## config.mk

```make
export PLATFORM = sky130hd
export DESIGN_NAME = caf_peak_select
export DESIGN_NICKNAME = d
export VERILOG_FILES = /design/src/rtl/caf_peak_select.sv
export SDC_FILE = /design/constraint.sdc
export NUM_CORES = 1
export LEC_CHECK = 0
export CAP_MARGIN = 20
export CORE_MARGIN = 3
export CORE_UTILIZATION = 43
export CTS_CLUSTER_DIAMETER = 200
export CTS_CLUSTER_SIZE = 30
export DETAILED_ROUTE_END_ITERATION = 7
export HOLD_SLACK_MARGIN = 0.12
export MAX_ROUTING_LAYER = met4
export PLACE_DENSITY = 0.7
export SETUP_SLACK_MARGIN = 0.4
export SYNTH_ARGS = -nofsm -noshare
export SYNTH_HDL_FRONTEND = slang
export SYNTH_SLANG_ARGS = --single-unit
```

## constraint.sdc

```tcl
create_clock -name clk -period 10.4 [get_ports clk]
set_input_delay 1.56 -clock clk [delete_from_list [all_inputs] [get_ports clk]]
set_output_delay 1.56 -clock clk [all_outputs]
set_load 0.01 [all_outputs]
```

## src/rtl/caf_peak_select.sv

```systemverilog
// Reduces one frame of FREQ_BINS arg_max results to the global CAF peak.
// Outputs magnitude, lag index, frequency bin and a threshold-detect flag.
module caf_peak_select #(
   parameter int unsigned MAX_BITS   = 24,
   parameter int unsigned INDEX_BITS = 10,
   parameter int unsigned FREQ_BINS  = 16,
   parameter int unsigned FREQ_BITS  = 4
) (
   input  logic                  clk,
   input  logic                  reset,
   input  logic                  clear,
   input  logic                  m_axis_tvalid,
   output logic                  s_axis_tready,
   input  logic [MAX_BITS-1:0]   in_max,
   input  logic [INDEX_BITS-1:0] in_index,
   input  logic [MAX_BITS-1:0]   threshold,
   output logic                  s_axis_tvalid,
   input  logic                  m_axis_tready,
   output logic [MAX_BITS-1:0]   peak_max,
   output logic [INDEX_BITS-1:0] peak_index,
   output logic [FREQ_BITS-1:0]  peak_freq,
   output logic                  detect
);

   localparam logic [0:0] StAccum = 1'b0;
   localparam logic [0:0] StHold  = 1'b1;

   localparam logic [FREQ_BITS-1:0] LastBin = FREQ_BITS'(FREQ_BINS - 1);

   logic [0:0]            state_q, state_d;
   logic [FREQ_BITS-1:0]  bin_cnt_q, bin_cnt_d;
   logic [MAX_BITS-1:0]   best_max_q, best_max_d;
   logic [INDEX_BITS-1:0] best_index_q, best_index_d;
   logic [FREQ_BITS-1:0]  best_freq_q, best_freq_d;
   logic                  tready_q, tready_d;
   logic                  tvalid_q, tvalid_d;
   logic [MAX_BITS-1:0]   peak_max_q, peak_max_d;
   logic [INDEX_BITS-1:0] peak_index_q, peak_index_d;
   logic [FREQ_BITS-1:0]  peak_freq_q, peak_freq_d;
   logic                  detect_q, detect_d;

   logic                  accept;
   logic                  new_best;
   logic [MAX_BITS-1:0]   cand_max;
   logic [INDEX_BITS-1:0] cand_index;
   logic [FREQ_BITS-1:0]  cand_freq;

   assign accept = m_axis_tvalid & tready_q;

   // Strict compare: on equal magnitude the earlier (lower) bin is kept.
   assign new_best   = (bin_cnt_q == '0) || (in_max > best_max_q);
   assign cand_max   = new_best ? in_max    : best_max_q;
   assign cand_index = new_best ? in_index  : best_index_q;
   assign cand_freq  = new_best ? bin_cnt_q : best_freq_q;

   always_comb begin
      state_d      = state_q;
      bin_cnt_d    = bin_cnt_q;
      best_max_d   = best_max_q;
      best_index_d = best_index_q;
      best_freq_d  = best_freq_q;
      tready_d     = tready_q;
      tvalid_d     = tvalid_q;
      peak_max_d   = peak_max_q;
      peak_index_d = peak_index_q;
      peak_freq_d  = peak_freq_q;
      detect_d     = detect_q;

      if (clear) begin
         state_d   = StAccum;
         bin_cnt_d = '0;
         tvalid_d  = 1'b0;
         tready_d  = 1'b1;
      end else if (state_q == StAccum) begin
         tready_d = 1'b1;
         if (accept) begin
            best_max_d   = cand_max;
            best_index_d = cand_index;
            best_freq_d  = cand_freq;
            if (bin_cnt_q == LastBin) begin
               bin_cnt_d    = '0;
               state_d      = StHold;
               tvalid_d     = 1'b1;
               tready_d     = 1'b0;
               peak_max_d   = cand_max;
               peak_index_d = cand_index;
               peak_freq_d  = cand_freq;
               detect_d     = (cand_max >= threshold);
            end else begin
               bin_cnt_d = bin_cnt_q + 1'b1;
            end
         end
      end else begin
         // Holding a result: only the downstream handshake moves us on.
         if (tvalid_q && m_axis_tready) begin
            state_d  = StAccum;
            tvalid_d = 1'b0;
            tready_d = 1'b1;
         end
      end
   end

   always_ff @(posedge clk or posedge reset) begin
      if (reset) begin
         state_q      <= StAccum;
         bin_cnt_q    <= '0;
         best_max_q   <= '0;
         best_index_q <= '0;
         best_freq_q  <= '0;
         tready_q     <= 1'b0;
         tvalid_q     <= 1'b0;
         peak_max_q   <= '0;
         peak_index_q <= '0;
         peak_freq_q  <= '0;
         detect_q     <= 1'b0;
      end else begin
         state_q      <= state_d;
         bin_cnt_q    <= bin_cnt_d;
         best_max_q   <= best_max_d;
         best_index_q <= best_index_d;
         best_freq_q  <= best_freq_d;
         tready_q     <= tready_d;
         tvalid_q     <= tvalid_d;
         peak_max_q   <= peak_max_d;
         peak_index_q <= peak_index_d;
         peak_freq_q  <= peak_freq_d;
         detect_q     <= detect_d;
      end
   end

   assign s_axis_tready = tready_q;
   assign s_axis_tvalid = tvalid_q;
   assign peak_max      = peak_max_q;
   assign peak_index    = peak_index_q;
   assign peak_freq     = peak_freq_q;
   assign detect        = detect_q;

endmodule

```

==> impl_metrics.py <==
metrics = {
    "detailed_routing": {
        "antenna_left": 0,
        "wl_met3_um": 686,
        "drt-initial-drc-count": 181,
        "firstDrtPassIters": 4,
        "drcViolationCount": 0,
        "viasPerCell": 5.30,
        "post_drt_wl_per_cell_um": 15.8,
        "vias": 4068,
        "drt-total-wl_um": 12200,
        "top_layer_used": "met4",
        "drt-met1-wl_um": 5460,
        "wl_met2_um": 5860,
    },
    "timing": {
        "period_needed_ps": 5480,
        "rsz0062_at_grt": "false",
        "finalSetupViolations": 0,
        "hold_viol": 0,
        "slew_violations": 0,
        "tightest_slew_ps": 812,
        "hold_slack_ps": 486,
        "fmax_mhz": 183,
        "skew_ps": 4.56,
        "relSlewSlack_pct": 45.9,
        "setup_tns_ps": 0,
        "period_share_pct": 52.6,
    },
    "worst_setup_path": {
        "start_kind": "input pin",
        "r2r_cells": 17,
        "r2r_end": "detect",
        "cp-end-kind": "flip-flop",
        "required_ps": 10570,
        "r2r-start": "best_max_q[21]",
        "worstSetupPathType": "in -> reg",
        "crit_start": "in_max[23]",
        "rrSetupSlack_ps": 6230,
        "crit_arrival_ps": 5650,
        "path_max_fanout": 29,
    },
    "floorplanning": {
        "die-area_um2": 12600,
        "die_w_um": 112,
        "core_um2": 10900,
        "core.rowCount": 38,
        "fp.dieH_um": 112,
        "ios": 104,
        "initial_utilization_pct": 44.5,
    },
    "synthesis": {
        "synth_cell_types": 45,
        "async_reset_ff_share_pct": 100,
        "netlist_area_um2": 4870,
        "synth_area_leaders": "dfrtp_1 (43%), ha_1 (13%), nand2_1 (8.3%)",
        "postSynthCellCount": 525,
        "yosysSeqAreaShare_pct": 43.2,
        "yosysWarningCount": 0,
        "synth_nets": 638,
        "ys_ff_latch": 84,
        "synth_top_area_share_pct": 43.2,
        "synth_ff_type": "dfrtp_1",
        "syn_area_per_cell_um2": 9.27,
        "synth_edf_count": 0,
        "synth_top_area_cell": "dfrtp_1",
    },
    "placed_design": {
        "place_inst": 752,
        "io_buffer_count": 103,
        "place_hpwl_um": 8640,
        "gp_congestion": 0.856,
        "place_area_um2": 6010,
    },
    "final_layout": {
        "final_cell_mix": "nand2_1 (107), clkdlybuf4s50_1 (103), dfrtp_1 (84)",
        "syn_to_final_growth_pct": 30.0,
        "seqCellArea_um2": 2100,
        "final_nets": 737,
        "final_common_cell": "nand2_1",
        "multi_input_area_um2": 2450,
        "drive_gt1_share_pct": 7.01,
        "fillers": 976,
        "fin_cells": 768,
        "diodes": 0,
        "final_cell_area_um2": 6320,
    },
    "power_and_ir_drop": {
        "finalPower_mw": 0.944,
        "p_comb_share_pct": 26.0,
        "power.internal_mw": 0.659,
        "irDropWorstVdd_uv": 88.1,
        "power.leakage_nw": 3.07,
        "clkPwrFrac_pct": 33.3,
        "powerDensity_nw_per_um2": 149,
        "pwr-share-seq_pct": 40.7,
        "netSwitchingPower_mw": 0.284,
        "swShare_pct": 30.1,
    },
    "clock_tree": {
        "postCtsHoldBufs": 0,
        "cts_tree": "built",
        "htree_levels": 3,
        "cts_buffers": 9,
        "post_cts_buffers": 0,
        "clk_latency_ps": 340,
        "cts.sinks": 84,
        "root_buffer": "clkbuf_16",
        "post_cts_resized": 0,
        "clockBufferDepth": 2,
        "clk_transition_reported_paths_ps": 60,
    },
    "global_route": {
        "grtUsageTotal_pct": 20.4,
        "grt_max_degree": 85,
        "antenna_found_initial": 0,
        "grt_first_pass_wirelength_um": 20300,
        "first_global_vias": 4264,
        "grt-ovfl-total": 0,
    },
    "min_path": {
        "min_path_type": "reg -> reg",
        "min_from": "best_index_q[1]",
        "min_to": "best_index_q[1]",
        "holdPathStages": 1,
    },
    "run": {
        "maxCapViolCount": 0,
    },
    "outcome": {
        "status": "finished, final reports clean",
    },
}
cells by family after synthesis:
| group | share of synthesized area [%] |
|---|---|
| xor+xnor | 0.180 |
| compound gates | 12.1 |
| simple gates | 16.6 |
| fa+ha+maj | 12.9 |
| mux | 8.54 |
| flops | 43.2 |
| buf+inv | 6.48 |
worst max path at each step:
stage | endpoint | slack, ps
floorplan | detect | 5800
global placement | detect | 4740
detailed placement | detect | 4560
CTS | detect | 4880
global route | detect | 4640
finish | detect | 4920
state kept, by name, indices dropped and copies added, names as in the netlist:
name and cells:
state_q 1, peak_max 24, s_axis_tready 1, s_axis_tvalid 1, detect 1, best_freq_q 4
best_index_q 10, peak_index 10, best_max_q 24, peak_freq 4, bin_cnt_q 4
power groups by stage:
stage | clock network (mW) | logic [mW] | registers, mW
global route | 0.333 | 0.282 | 0.389
global placement | 0 | 0.235 | 0.387
finish | 0.315 | 0.245 | 0.384
CTS | 0.322 | 0.247 | 0.384
floorplan | 0 | 0.172 | 0.383
detailed placement | 0 | 0.245 | 0.389
routing by layer:
| layer | vias up | global-route usage [%] |
|---|---|---|
| met5 | - | - |
| met3 | 14 | 5.44 |
| li1 | 1988 | - |
| met4 | 0 | 5.05 |
| met2 | 112 | 33.0 |
| met1 | 1954 | 25.6 |
cell type report:
cell class	count	share of cell area, %
clock inverters	1	0.0791
clock buffers	14	4.49
flip-flops and latches	84	33.2
inverters	56	3.34
multi-input cells	364	38.7
well taps	140	2.77
repair buffers	109	17.3
cells in the mapped netlist, drive strengths merged, types with 2 or more instances:
cell and instances:
clkbuf 14, nand2 108, a311oi 2, and3 3, a31oi 37, o21ai 12, ha 50, dfrtp 84
buf 7, a31o 2, a2111oi 3, a21oi 22, a22o 2, nand2b 3, mux2 36, nor2b 4
nor3 3, inv 56, nand4 9, a21o 7, nor2 45
through the flow:
stage	worst slack (ps)	utilization, %
after CTS	4880	57.6
after global placement	4740	54.9
after global routing	4640	57.8
after detailed placement	4560	54.9
final	4920	57.8
after floorplan	5800	-
critical path, stage by stage:
cell	delay (ps)
clkdlybuf4s50_1	460
ha_1	350
nand4_2	190
nor4_4	380
inv_2	70
a311oi_2	300
or3_1	400
buf_4	420
mux2i_1	300
ha_1	270
nand2b_1	140
a21o_1	180
a21o_1	170
a21oi_1	170
o21ai_0	100
nand2_1	90
a31oi_1	80
Note: power is estimated with default switching activity, not from simulation.
